## src/rtl/mac_sched_pkg.sv

```systemverilog
// Shared types for the mac_array scheduler: FSM state encoding and perf counter widths.
package mac_sched_pkg;

  localparam int STATE_W     = 3;
  localparam int PERF_BUSY_W = 32;
  localparam int PERF_JOBS_W = 16;

  typedef enum logic [STATE_W-1:0] {
    IDLE   = 3'd0,
    CLEAR  = 3'd1,
    RUN    = 3'd2,
    DRAIN  = 3'd3,
    RESULT = 3'd4
  } sched_state_e;

endpackage

```

## src/rtl/mac_sched_if.sv

```systemverilog
// Requester/consumer side bus of the mac_array scheduler: job requests, array controls, result handshake.
interface mac_sched_if #(
  parameter int NUM_REQ = 4,
  parameter int LEN_W   = 8,
  parameter int IDX_W   = $clog2(NUM_REQ)
);

  logic [NUM_REQ-1:0]       req_valid;
  logic [NUM_REQ*LEN_W-1:0] req_len;
  logic [NUM_REQ-1:0]       req_ready;
  logic                     mac_clr;
  logic                     mac_en;
  logic [IDX_W-1:0]         op_sel;
  logic [LEN_W-1:0]         op_idx;
  logic                     res_valid;
  logic                     res_ready;
  logic [IDX_W-1:0]         res_owner;
  logic                     busy;

  modport master (
    output req_valid, req_len, res_ready,
    input  req_ready, mac_clr, mac_en, op_sel, op_idx, res_valid, res_owner, busy
  );

  modport slave (
    input  req_valid, req_len, res_ready,
    output req_ready, mac_clr, mac_en, op_sel, op_idx, res_valid, res_owner, busy
  );

endinterface

```

## src/rtl/mac_sched_rr_arb.sv

```systemverilog
// Combinational round-robin pick: first valid requester at or after rr_ptr, wrapping mod NUM_REQ.
module mac_sched_rr_arb #(
  parameter int NUM_REQ = 4,
  parameter int IDX_W   = $clog2(NUM_REQ)
) (
  input  logic [NUM_REQ-1:0] req_valid,
  input  logic [IDX_W-1:0]   rr_ptr,
  output logic               grant_vld,
  output logic [IDX_W-1:0]   grant_id
);

  always_comb begin
    int cand;
    cand      = 0;
    grant_vld = 1'b0;
    grant_id  = '0;
    for (int i = 0; i < NUM_REQ; i++) begin
      cand = int'(rr_ptr) + i;
      if (cand >= NUM_REQ) cand = cand - NUM_REQ;
      if (!grant_vld && req_valid[IDX_W'(cand)]) begin
        grant_vld = 1'b1;
        grant_id  = IDX_W'(cand);
      end
    end
  end

endmodule

```

## src/rtl/mac_array_sched.sv

```systemverilog
// Sequencer + round-robin arbiter sharing one mac_array among NUM_REQ requesters.
// Optional perf counters (perf_busy_cyc, perf_jobs) are built when MAC_SCHED_PERF_EN is defined.
module mac_array_sched
  import mac_sched_pkg::*;
#(
  parameter int NUM_REQ = 4,
  parameter int LEN_W   = 8,
  parameter int MAC_LAT = 1,
  parameter int IDX_W   = $clog2(NUM_REQ)
) (
  input  logic clk,
  input  logic rst,
  mac_sched_if.slave bus
`ifdef MAC_SCHED_PERF_EN
  ,
  output logic [PERF_BUSY_W-1:0] perf_busy_cyc,
  output logic [PERF_JOBS_W-1:0] perf_jobs
`endif
);

  localparam int DRAIN_W = (MAC_LAT > 1) ? $clog2(MAC_LAT) : 1;

  sched_state_e       state, state_n;
  logic [IDX_W-1:0]   rr_ptr;
  logic [IDX_W-1:0]   owner;
  logic [LEN_W-1:0]   len_q;
  logic [LEN_W-1:0]   op_idx_q;
  logic [DRAIN_W-1:0] drain_cnt;

  logic               grant_vld;
  logic [IDX_W-1:0]   grant_id;
  logic [LEN_W-1:0]   grant_len;
  logic [NUM_REQ-1:0] req_ready_c;
  logic               accept;

  logic mac_clr_q, mac_en_q, res_valid_q, busy_q;

  mac_sched_rr_arb #(
    .NUM_REQ (NUM_REQ),
    .IDX_W   (IDX_W)
  ) u_arb (
    .req_valid (bus.req_valid),
    .rr_ptr    (rr_ptr),
    .grant_vld (grant_vld),
    .grant_id  (grant_id)
  );

  // Next-state and accept decode. req_ready is the only output formed from the
  // current inputs, so a job can be accepted in the first IDLE cycle.
  always_comb begin
    state_n     = state;
    req_ready_c = '0;
    accept      = 1'b0;
    grant_len   = bus.req_len[grant_id*LEN_W +: LEN_W];
    case (state)
      IDLE: begin
        if (grant_vld && !rst) begin
          req_ready_c[grant_id] = 1'b1;
          accept                = 1'b1;
          if (grant_len != '0) state_n = CLEAR;
        end
      end
      CLEAR:   state_n = RUN;
      RUN:     if (op_idx_q == len_q - LEN_W'(1)) state_n = DRAIN;
      DRAIN:   if (drain_cnt == '0) state_n = RESULT;
      RESULT:  if (bus.res_ready) state_n = IDLE;
      default: state_n = IDLE;
    endcase
  end

  // State, job context and registered array/result outputs, all decoded from
  // the next state so each output lines up with the state it belongs to.
  always_ff @(posedge clk) begin
    if (rst) begin
      state       <= IDLE;
      rr_ptr      <= '0;
      owner       <= '0;
      len_q       <= '0;
      op_idx_q    <= '0;
      drain_cnt   <= '0;
      mac_clr_q   <= 1'b0;
      mac_en_q    <= 1'b0;
      res_valid_q <= 1'b0;
      busy_q      <= 1'b0;
    end else begin
      state <= state_n;
      if (accept) begin
        owner  <= grant_id;
        len_q  <= grant_len;
        rr_ptr <= (grant_id == IDX_W'(NUM_REQ - 1)) ? '0 : grant_id + 1'b1;
      end
      if (state == RUN && state_n == RUN) op_idx_q <= op_idx_q + 1'b1;
      else                                op_idx_q <= '0;
      if (state != DRAIN && state_n == DRAIN)   drain_cnt <= DRAIN_W'(MAC_LAT - 1);
      else if (state == DRAIN && drain_cnt != '0) drain_cnt <= drain_cnt - 1'b1;
      mac_clr_q   <= (state_n == CLEAR);
      mac_en_q    <= (state_n == RUN);
      res_valid_q <= (state_n == RESULT);
      busy_q      <= (state_n != IDLE);
    end
  end

  assign bus.req_ready = req_ready_c;
  assign bus.mac_clr   = mac_clr_q;
  assign bus.mac_en    = mac_en_q;
  assign bus.op_sel    = owner;
  assign bus.op_idx    = op_idx_q;
  assign bus.res_valid = res_valid_q;
  assign bus.res_owner = owner;
  assign bus.busy      = busy_q;

`ifdef MAC_SCHED_PERF_EN
  // Saturating activity counters; zero-length accepts are not counted as jobs.
  always_ff @(posedge clk) begin
    if (rst) begin
      perf_busy_cyc <= '0;
      perf_jobs     <= '0;
    end else begin
      if (busy_q && perf_busy_cyc != '1) perf_busy_cyc <= perf_busy_cyc + 1'b1;
      if (accept && grant_len != '0 && perf_jobs != '1) perf_jobs <= perf_jobs + 1'b1;
    end
  end
`endif

endmodule
```

## src/flat_wrapper.sv

```systemverilog
// flat-port wrapper written by rule: the top's interface ports become plain ports
module mac_array_sched_flat import mac_sched_pkg::*;
#(
  parameter int NUM_REQ = 4,
  parameter int LEN_W   = 8,
  parameter int MAC_LAT = 1,
  parameter int IDX_W   = $clog2(NUM_REQ)
)
  (clk, rst, bus_req_valid, bus_req_len, bus_res_ready, bus_req_ready, bus_mac_clr, bus_mac_en, bus_op_sel, bus_op_idx, bus_res_valid, bus_res_owner, bus_busy);
  mac_sched_if #(.NUM_REQ(NUM_REQ), .LEN_W(LEN_W), .IDX_W(IDX_W)) bus_i ();
  input  logic clk;
  input  logic rst;
  input wire logic [$bits(bus_i.req_valid)-1:0] bus_req_valid;
  input wire logic [$bits(bus_i.req_len)-1:0] bus_req_len;
  input wire logic [$bits(bus_i.res_ready)-1:0] bus_res_ready;
  output wire logic [$bits(bus_i.req_ready)-1:0] bus_req_ready;
  output wire logic [$bits(bus_i.mac_clr)-1:0] bus_mac_clr;
  output wire logic [$bits(bus_i.mac_en)-1:0] bus_mac_en;
  output wire logic [$bits(bus_i.op_sel)-1:0] bus_op_sel;
  output wire logic [$bits(bus_i.op_idx)-1:0] bus_op_idx;
  output wire logic [$bits(bus_i.res_valid)-1:0] bus_res_valid;
  output wire logic [$bits(bus_i.res_owner)-1:0] bus_res_owner;
  output wire logic [$bits(bus_i.busy)-1:0] bus_busy;
  assign bus_i.req_valid = bus_req_valid;
  assign bus_i.req_len = bus_req_len;
  assign bus_i.res_ready = bus_res_ready;
  assign bus_req_ready = bus_i.req_ready;
  assign bus_mac_clr = bus_i.mac_clr;
  assign bus_mac_en = bus_i.mac_en;
  assign bus_op_sel = bus_i.op_sel;
  assign bus_op_idx = bus_i.op_idx;
  assign bus_res_valid = bus_i.res_valid;
  assign bus_res_owner = bus_i.res_owner;
  assign bus_busy = bus_i.busy;
  mac_array_sched #(.NUM_REQ(NUM_REQ), .LEN_W(LEN_W), .MAC_LAT(MAC_LAT), .IDX_W(IDX_W)) u_core (.clk(clk), .rst(rst), .bus(bus_i));
endmodule
```

## config.mk

```make
export PLATFORM = sky130hd
export DESIGN_NAME = mac_array_sched_flat
export DESIGN_NICKNAME = d
export VERILOG_FILES = /design/src/rtl/mac_sched_pkg.sv /design/src/rtl/mac_sched_if.sv /design/src/rtl/mac_sched_rr_arb.sv /design/src/rtl/mac_array_sched.sv /design/src/flat_wrapper.sv
export SDC_FILE = /design/constraint.sdc
export NUM_CORES = 1
export LEC_CHECK = 0
export ABC_AREA = 1
export BUFFER_PORTS_ARGS = -buffer_cell sky130_fd_sc_hd__buf_4
export CAP_MARGIN = 5
export CORE_MARGIN = 1
export CORE_UTILIZATION = 40
export CTS_CLUSTER_SIZE = 16
export DETAILED_ROUTE_END_ITERATION = 6
export PLACE_DENSITY = 0.72
export SKIP_CTS_REPAIR_TIMING = 1
export SYNTH_ARGS = -nofsm -noshare
export SYNTH_HDL_FRONTEND = slang
export SYNTH_SLANG_ARGS = --single-unit
```

## constraint.sdc

```tcl
create_clock -name clk -period 4.3 [get_ports clk]
set_clock_uncertainty 0.1 [all_clocks]
set_input_delay 0.215 -clock clk [delete_from_list [all_inputs] [get_ports clk]]
set_output_delay 0.215 -clock clk [all_outputs]
set_load 0.005 [all_outputs]
```

==> flow_summary.toml, run 1 <==
[status]
status = "complete, no violations"

[clock_tree]
clkLatencyLatePin_ps = 270
cts.clk_slew.worst_paths_ps = 90
cts-root-buf = "clkbuf_8"
htreeDepth = 1
clock_path_buffers = 2
cts.sinks = 28
cts_tree = "done"
numCtsBuffers = 3

[synthesis]
synthArstFlopShare_pct = 0
synth_top_area_share_pct = 29.0
synth_edf_count = 0
synthTopCellsByCount = "68 x nand2_1, 51 x nand3_1, 32 x inv_1"
netlist_instances = 288
netlist_area_um2 = 1940
yosysMostFrequentCell = "nand2_1"
syn_area_per_cell_um2 = 6.72
synthDistinctLibCells = 31
synth_top_flop_cell = "dfxtp_1"
synth_fp_nets = 333
synth_area_leaders = "dfxtp_1 29%, nand3_1 13%, nand2_1 13%"
synth_top_area_cell = "dfxtp_1"
ys_ff_latch = 28
ys_seq_area_share_pct = 29.0
ys.warnings.count = 0

[timing]
fmax_ghz = 0.313
rsz0062_at_grt = "no"
fin_hold_ws_ps = 23.9
min_period_ps = 3200
maxSlewViolCount = 0
relSlewSlack_pct = 67.7
hold_viol_final = 0
layout_worst_path_cycle_share_pct = 74.4
worst_slew_pin_slew_ps = 484
setup_tns_ps = 0
setup_viol = 0
timing.final.ws_setup_ps = 1100

[power_and_ir_drop]
ir_drop_v = 0.000313
leakagePower_nw = 1.19
finalPower_mw = 1.66
power_density_nw_per_um2 = 681

[job]
max_cap_viol_count = 0

[hold_path]
hold_path.startpoint = "rst"
hp-class = "primary input to register"

[routing]
vias = 1918
first_pass_iters = 4
wire_per_inst_um = 10.3
routed_via_density = 4.89
drt_iter0_markers = 95
antenna_left = 0
drcViolationCount = 0
routed_wl_um = 4050

[placement]
io_buffers = 58
placed_cell_area_um2 = 2370
pre_cts_ws_ps = 1330
dp_hpwl_um = 3340
gp_congestion = 0.856
dpl.cell_count = 388

[final_layout]
utilization_pct = 54.2
instances_no_fill = 392
fin_nets = 386
drive_gt1_share_pct = 25.9
antenna_cells = 0
areaGrowthSynthToFinish_pct = 26.1
fin_area_um2 = 2440

[critical_path]
reg2reg_from = "u_core.rr_ptr[0]$_SDFFE_PP0P_"
required_ps = 3980
startpoint = "u_core.rr_ptr[0]$_SDFFE_PP0P_"
critPathBufInv = 5
cp-end-kind = "output pin"
cp_slowest_stage_delay_ps = 630
start_kind = "register"
crit_path_top_delay_cell = "dfxtp_1"
path_class = "register to output pin"
cp_cell_sequence = "inv_2, nand2_1, nand3_1, nand2_1, inv_1, nand3_2, nand3_1, nand2_1, clkinv_1, ha_1, inv_1, nor2_1, buf_4"
cp.arrival_ps = 2880
cp_top_family = "simple AND/OR/NAND/NOR gates"
cp_max_fo = 12
critPathMostFrequentCell = "nand2_1"

[floorplan]
die_y_um = 71.6
fp-row-count = 24
io_pins = 59
core_area_um2 = 4500
dieArea_um2 = 5120
start_util_pct = 43.0
die_w_um = 71.6

[global_routing]
track_usage_pct = 16.3
grt_pass1_wl_um = 6850
antenna_found_initial = 0
grt_max_degree = 27
grt_pass1_vias = 1654
grt-ovfl-total = 0
-- cell usage in the layout (no fill, tap or decap), drive strengths merged --
master,n
clkbuf,3
nand3,54
nand3b,1
o22ai,1
nand2,77
nor3,3
xnor2,7
nor4,1
ha,6
nand4,5
o21ai,12
inv,34
nor2,24
buf,59
a211oi,1
nor3b,1
clkinv,1
bufinv,1
a21oi,8
a31oi,2
dfxtp,28
xor2,11
-- final timing paths --
kind,end,slack [ps],depth (start not counted)
hold / removal,u_core.rr_ptr[0]$_SDFFE_PP0P_,20,2
setup reg to reg,u_core.bus.op_idx[2]$_SDFF_PP0_,1310,18
hold reg to reg,u_core.drain_cnt$_SDFFE_PP0P_,400,2
setup / recovery,bus_req_ready[3],1100,13
-- cell families after synthesis --
group	share of synthesized area (%)
fa+ha+maj	3.88
buf+inv	10.7
flops	29.0
compound gates	6.53
xor+xnor	8.14
simple gates	41.8
-- registers in the layout (all words and copies together) (netlist names) --
signal and flops:
u_core.bus.op_idx 8, u_core.len_q 8, u_core.state 3, u_core.bus.op_sel 2, u_core.rr_ptr 2, u_core.bus.busy 1, u_core.bus.mac_clr 1, u_core.bus.mac_en 1
u_core.bus.res_valid 1, u_core.drain_cnt 1
-- final cells by class --
type | count | area, um2
Fill cell | 473 | 2060
Multi-Input combinational cell | 214 | 1170
Sequential cell | 28 | 561
Timing Repair Buffer | 59 | 443
Inverter | 35 | 131
Tap cell | 52 | 65.1
Clock buffer | 3 | 41.3
Clock inverter | 1 | 30.0
-- where the power goes --
group	internal (mW)	switching [mW]	leakage, nW
Clock	0.125	0.0786	0.0357
Sequential	0.321	0.0557	0.230
Combinational	0.400	0.683	0.925
-- per-layer routing --
metal	wire length, um	share of wire (%)	global-route usage, %
met4	57	1.4	5.88
met3	185	4.6	1.83
met5	0	0	0
met2	1810	45	26.6
met1	1990	49	22.4
(Power assumes the default switching activity.)
==> inputs of run 2 (changes only) <==
- clock period: 4.3 -> 3.1 ns (I/O delays scaled with it)
==> run 2 against run 1 <==
Cell count increased by 0.26%; largest power group unchanged; setup slack got worse by 650 ps; highest routed layer unchanged; sequential power increased by 40%; flip-flop and latch count unchanged; combinational power increased by 40%; register-to-register slack got worse by 800 ps; non-clock buffer count increased by 2; first-iteration DRC count decreased by 28%; clock-buffer cell count unchanged.
==> flow_summary.toml, run 2 (synthesized netlist as in run 1, its figures left out) <==
[status]
status = "complete, no violations"

[timing]
rsz0062_at_grt = "no"
layout_worst_path_cycle_share_pct = 85.3
hold_viol_final = 0
setup_tns_ps = 0
maxSlewViolCount = 0
worst_slew_pin_slew_ps = 494
relSlewSlack_pct = 67.0
min_period_ps = 2650
fmax_ghz = 0.378
setup_viol = 0

[clock_tree]
cts.clk_slew.worst_paths_ps = 90
numCtsBuffers = 3
cts.sinks = 28
cts-root-buf = "clkbuf_8"
htreeDepth = 1
cts_tree = "done"
clkLatencyLatePin_ps = 270
clock_path_buffers = 2

[placement]
gp_congestion = 0.911
dp_hpwl_um = 3380
io_buffers = 58

[routing]
first_pass_iters = 4
drcViolationCount = 0
antenna_left = 0
drt_iter0_markers = 68
routed_wl_um = 4130
routed_via_density = 4.98
wire_per_inst_um = 10.5
vias = 1956

[floorplan]
fp-row-count = 24
die_w_um = 71.6
core_area_um2 = 4500
io_pins = 59
dieArea_um2 = 5120
die_y_um = 71.6
start_util_pct = 43.0

[job]
max_cap_viol_count = 0

[power_and_ir_drop]
leakagePower_nw = 1.19
ir_drop_v = 0.000563
finalPower_mw = 2.23
power_density_nw_per_um2 = 918

[critical_path]
start_kind = "register"
required_ps = 2840
cp-end-kind = "output pin"
cp_max_fo = 21
path_class = "register to output pin"
cp.arrival_ps = 2390

[final_layout]
antenna_cells = 0
n_fill_cell = 456
areaGrowthSynthToFinish_pct = 25.5
fin_nets = 388
drive_gt1_share_pct = 26.1
final_cell_mix = "68 x nand2_1, 60 x buf_4, 51 x nand3_1"
mostFrequentLayoutCell = "nand2_1"

[global_routing]
grt-ovfl-total = 0
track_usage_pct = 16.7
antenna_found_initial = 0
grt_pass1_vias = 1685
grt_max_degree = 22
grt_pass1_wl_um = 7020

[hold_path]
hp-class = "primary input to register"
==> run 2: changes by cell type in the layout (fill, tap and decap cells not counted), sizes merged <==
cell / change
buf: +1
bufinv: -1
dlygate4sd3: +1
==> run 2: final timing paths <==
path	from	end	slack, ps	cells past startpoint
max	u_core.rr_ptr[0]$_SDFFE_PP0P_	bus_req_ready[3]	450	13
min	bus_res_ready	u_core.state[2]$_SDFF_PP0_	70	3
max reg2reg	u_core.rr_ptr[0]$_SDFFE_PP0P_	u_core.bus.op_idx[5]$_SDFF_PP0_	510	18
min reg2reg	u_core.len_q[1]$_SDFFE_PP0P_	u_core.len_q[1]$_SDFFE_PP0P_	390	2
==> run 2: worst max-delay path: stages, from the launching register on <==
cell	delay, ps
dfxtp_2	490
inv_2	120
nand2_1	90
nand2_2	90
nand2_1	70
nand2_1	70
a21oi_1	160
nand2_2	220
nand2_4	270
inv_1	90
ha_1	180
inv_1	70
nor2_1	50
buf_4	140
==> run 2: routing by layer <==
layer | wire length [um] | GRT usage, % | up-vias
met1 | 1960 | 21.2 | 860
met3 | 238 | 2.11 | 5
met4 | 51 | 5.45 | 0
met5 | 0 | 0 | -
met2 | 1880 | 29.3 | 61
li1 | - | - | 1030
==> run 2: report_power, final <==
part	internal (mW)	switching, mW	leakage, nW
clock network	0.0872	0.104	0.0216
registers	0.446	0.0791	0.230
logic	0.570	0.942	0.934
==> run 2: area by class of cell <==
cell class	count	area [um2]	share of cell area [%]
Timing Repair Buffer	61	460	19.0
Tap cell	52	65.1	2.68
Sequential cell	28	562	23.1
Clock buffer	3	41.3	1.70
Multi-Input combinational cell	214	1170	48.1
Inverter	35	131	5.41
==> run 2: through the flow <==
stage	worst slack, ps	std cells	cell area, um2	util, %	hold slack (ps)
after CTS	269	392	2420	53.7	-35.7
after detailed placement	330	389	2380	52.8	262
after floorplan	974	288	1940	-	124
after global placement	405	389	2380	52.8	259
final	454	393	2430	53.9	65.0
after global routing	109	393	2430	53.9	90.1
==> inputs of run 3 (changes only) <==
- ABC_AREA: 1 -> not set
- PLACE_DENSITY: 0.72 -> 0.73
==> run 3 against run 2 <==
Via count down 18%; cell count down 23%; area after synthesis down 9.9%; sequential share of layout area up 1.9 points; clock power about the same; global-route usage up 1.3 points; final area down 7.9%; critical path depth down 5; utilization up 0.80 points; critical path type is now register to register; highest routed layer unchanged.
==> flow_summary.toml, run 3 <==
[synthesis]
synthDistinctLibCells = 44
yosys.area_share.simple_pct = 20.9
synth_top_area_cell = "dfxtp_1"
synth_fp_nets = 247
synthTopCellsByCount = "28 x dfxtp_1, 18 x nor2_1, 16 x a21boi_0"
ys.warnings.count = 0
synth_top_family_by_area = "compound AO/OA/AOI/OAI gates"
ys_ff_latch = 28
netlist_area_um2 = 1740
synth_top_area_share_pct = 32.1
yosysMostFrequentCell = "dfxtp_1"
synth_edf_count = 0
synthArstFlopShare_pct = 0
yosys.area_share.xor_xnor_pct = 8.03
synthMuxAreaShare_pct = 0.574
syn_area_per_cell_um2 = 8.63
synth_compound_area_share_pct = 27.5
synth_fa_ha_area_share_pct = 4.30
synth_top_flop_cell = "dfxtp_1"
ys_seq_area_share_pct = 32.1
netlist_instances = 202
synth_area_leaders = "dfxtp_1 32%, a21boi_0 6.9%, xnor2_1 6.0%"

[critical_path]
cp.arrival_ps = 2540
cp_max_fo = 18
path_class = "register to register"
critPathMostFrequentCell = "o22ai_1"
cp_slowest_stage_delay_ps = 510
start_kind = "register"
required_ps = 3150
cp-end-kind = "register"
crit_path_top_delay_cell = "a221o_2"
cp_cell_sequence = "nand2_1, a221o_2, nand2_4, inv_4, a211oi_1, o22ai_1, nor4_4, o22ai_1"

[hold_path]
hp-class = "primary input to register"

[timing]
layout_worst_path_cycle_share_pct = 80.4
maxSlewViolCount = 0
relSlewSlack_pct = 59.8
hold_viol_final = 0
setup_tns_ps = 0
worst_slew_pin_slew_ps = 603
fmax_ghz = 0.401
rsz0062_at_grt = "no"
min_period_ps = 2490
setup_viol = 0

[routing]
wire_per_inst_um = 12.6
antenna_left = 0
first_pass_iters = 4
routed_via_density = 5.29
routed_wl_um = 3810
vias = 1597
drt_iter0_markers = 70
drcViolationCount = 0

[power_and_ir_drop]
ir_drop_v = 0.000207
finalPower_mw = 1.17
power_density_nw_per_um2 = 524
leakagePower_nw = 0.895

[floorplan]
start_util_pct = 42.7
io_pins = 59
fp-row-count = 23
die_w_um = 68.0
core_area_um2 = 4090
die_y_um = 68.0
dieArea_um2 = 4630

[global_routing]
grt_use_met3_pct = 2.50
antenna_found_initial = 0
grt_max_degree = 32
met1_usage_pct = 25.0
grt_pass1_vias = 1457
top_usage_layer = "met2"
grt-ovfl-total = 0
gr-usage-met2_pct = 28.6
grt_pass1_wl_um = 6470
track_usage_pct = 18.0

[final_layout]
fin_nets = 299
fin_area_um2 = 2240
mostFrequentLayoutCell = "buf_4"
areaGrowthSynthToFinish_pct = 28.2
antenna_cells = 0
multi_input_area_um2 = 1080
drive_gt1_share_pct = 28.6
final_cell_mix = "59 x buf_4, 28 x dfxtp_1, 18 x nor2_1"
n_fill_cell = 398
seqCellArea_um2 = 561

[job]
max_cap_viol_count = 0

[clock_tree]
htreeDepth = 1
cts.clk_slew.worst_paths_ps = 90
cts.sinks = 28
cts-root-buf = "clkbuf_8"
clock_path_buffers = 2
cts_tree = "done"
numCtsBuffers = 3
clkLatencyLatePin_ps = 270

[placement]
placed_cell_area_um2 = 2190
dp_hpwl_um = 2990
gp_congestion = 0.771
io_buffers = 58

[status]
status = "complete, no violations"
[run 3: changes by cell type after synthesis, sizes merged, moves of 9 or more]
cell    delta
a211oi    +15
nand2     -72
a21boi    +16
inv       -21
o31ai      +9
nand3     -50
nand3b    +11
[run 3: layer usage]
layer,wire length [um],vias to the layer above,share of wire (%)
li1,-,839,-
met1,1910,707,50
met2,1670,47,44
met3,181,4,4.8
met4,46,0,1.2
met5,0,-,0
[run 3: power breakdown]
group	leakage (nW)	switching, mW	internal, mW
combinational	0.644	0.269	0.238
clock	0.0216	0.103	0.0871
sequential	0.230	0.0581	0.416
total	0.895	0.430	0.741
[run 3: final cells by class]
class                           instances  area share [%]
Tap cell                               50            2.80
Sequential cell                        28            25.1
Inverter                               13            2.29
Multi-Input combinational cell        149            48.2
Timing Repair Buffer                   59            19.8
Clock buffer                            3            1.85
[run 3: per-stage QoR]
stage	util [%]	hold slack (ps)	cells	setup slack (ps)
after floorplan	-	265	202	916
after CTS	54.7	74.2	302	621
after detailed placement	53.7	371	299	637
final	54.7	79.4	302	609
after global routing	54.7	83.8	302	314
after global placement	53.7	350	299	676
[run 3: path summary, 6_finish.rpt]
| check | startpoint | to | slack, ps | cells past startpoint |
|---|---|---|---|---|
| setup / recovery | u_core.rr_ptr[1]$_SDFFE_PP0P_ | u_core.state[0]$_SDFF_PP0_ | 610 | 8 |
| hold / removal | rst | u_core.state[2]$_SDFF_PP0_ | 80 | 2 |
| setup reg to reg | u_core.rr_ptr[1]$_SDFFE_PP0P_ | u_core.state[0]$_SDFF_PP0_ | 610 | 8 |
| hold reg to reg | u_core.len_q[7]$_SDFFE_PP0P_ | u_core.len_q[7]$_SDFFE_PP0P_ | 410 | 2 |
[run 3: cell families (layout without fill, tap and decap cells)]
group	Yosys count	in the layout
AOI/OAI and AO/OA	65	65
xor gates and xnor gates	16	16
adders and majority gates	6	6
buffers and inverters	25	75
DFF	28	28
muxes	1	1
and+or+nand+nor	61	61
[run 3: worst max-delay path: cells and delay by family (launching register included)]
kind | cells | cell delay (ps)
compound gates | 4 | 1180
buf+inv | 1 | 100
simple gates | 3 | 580
flops | 1 | 400
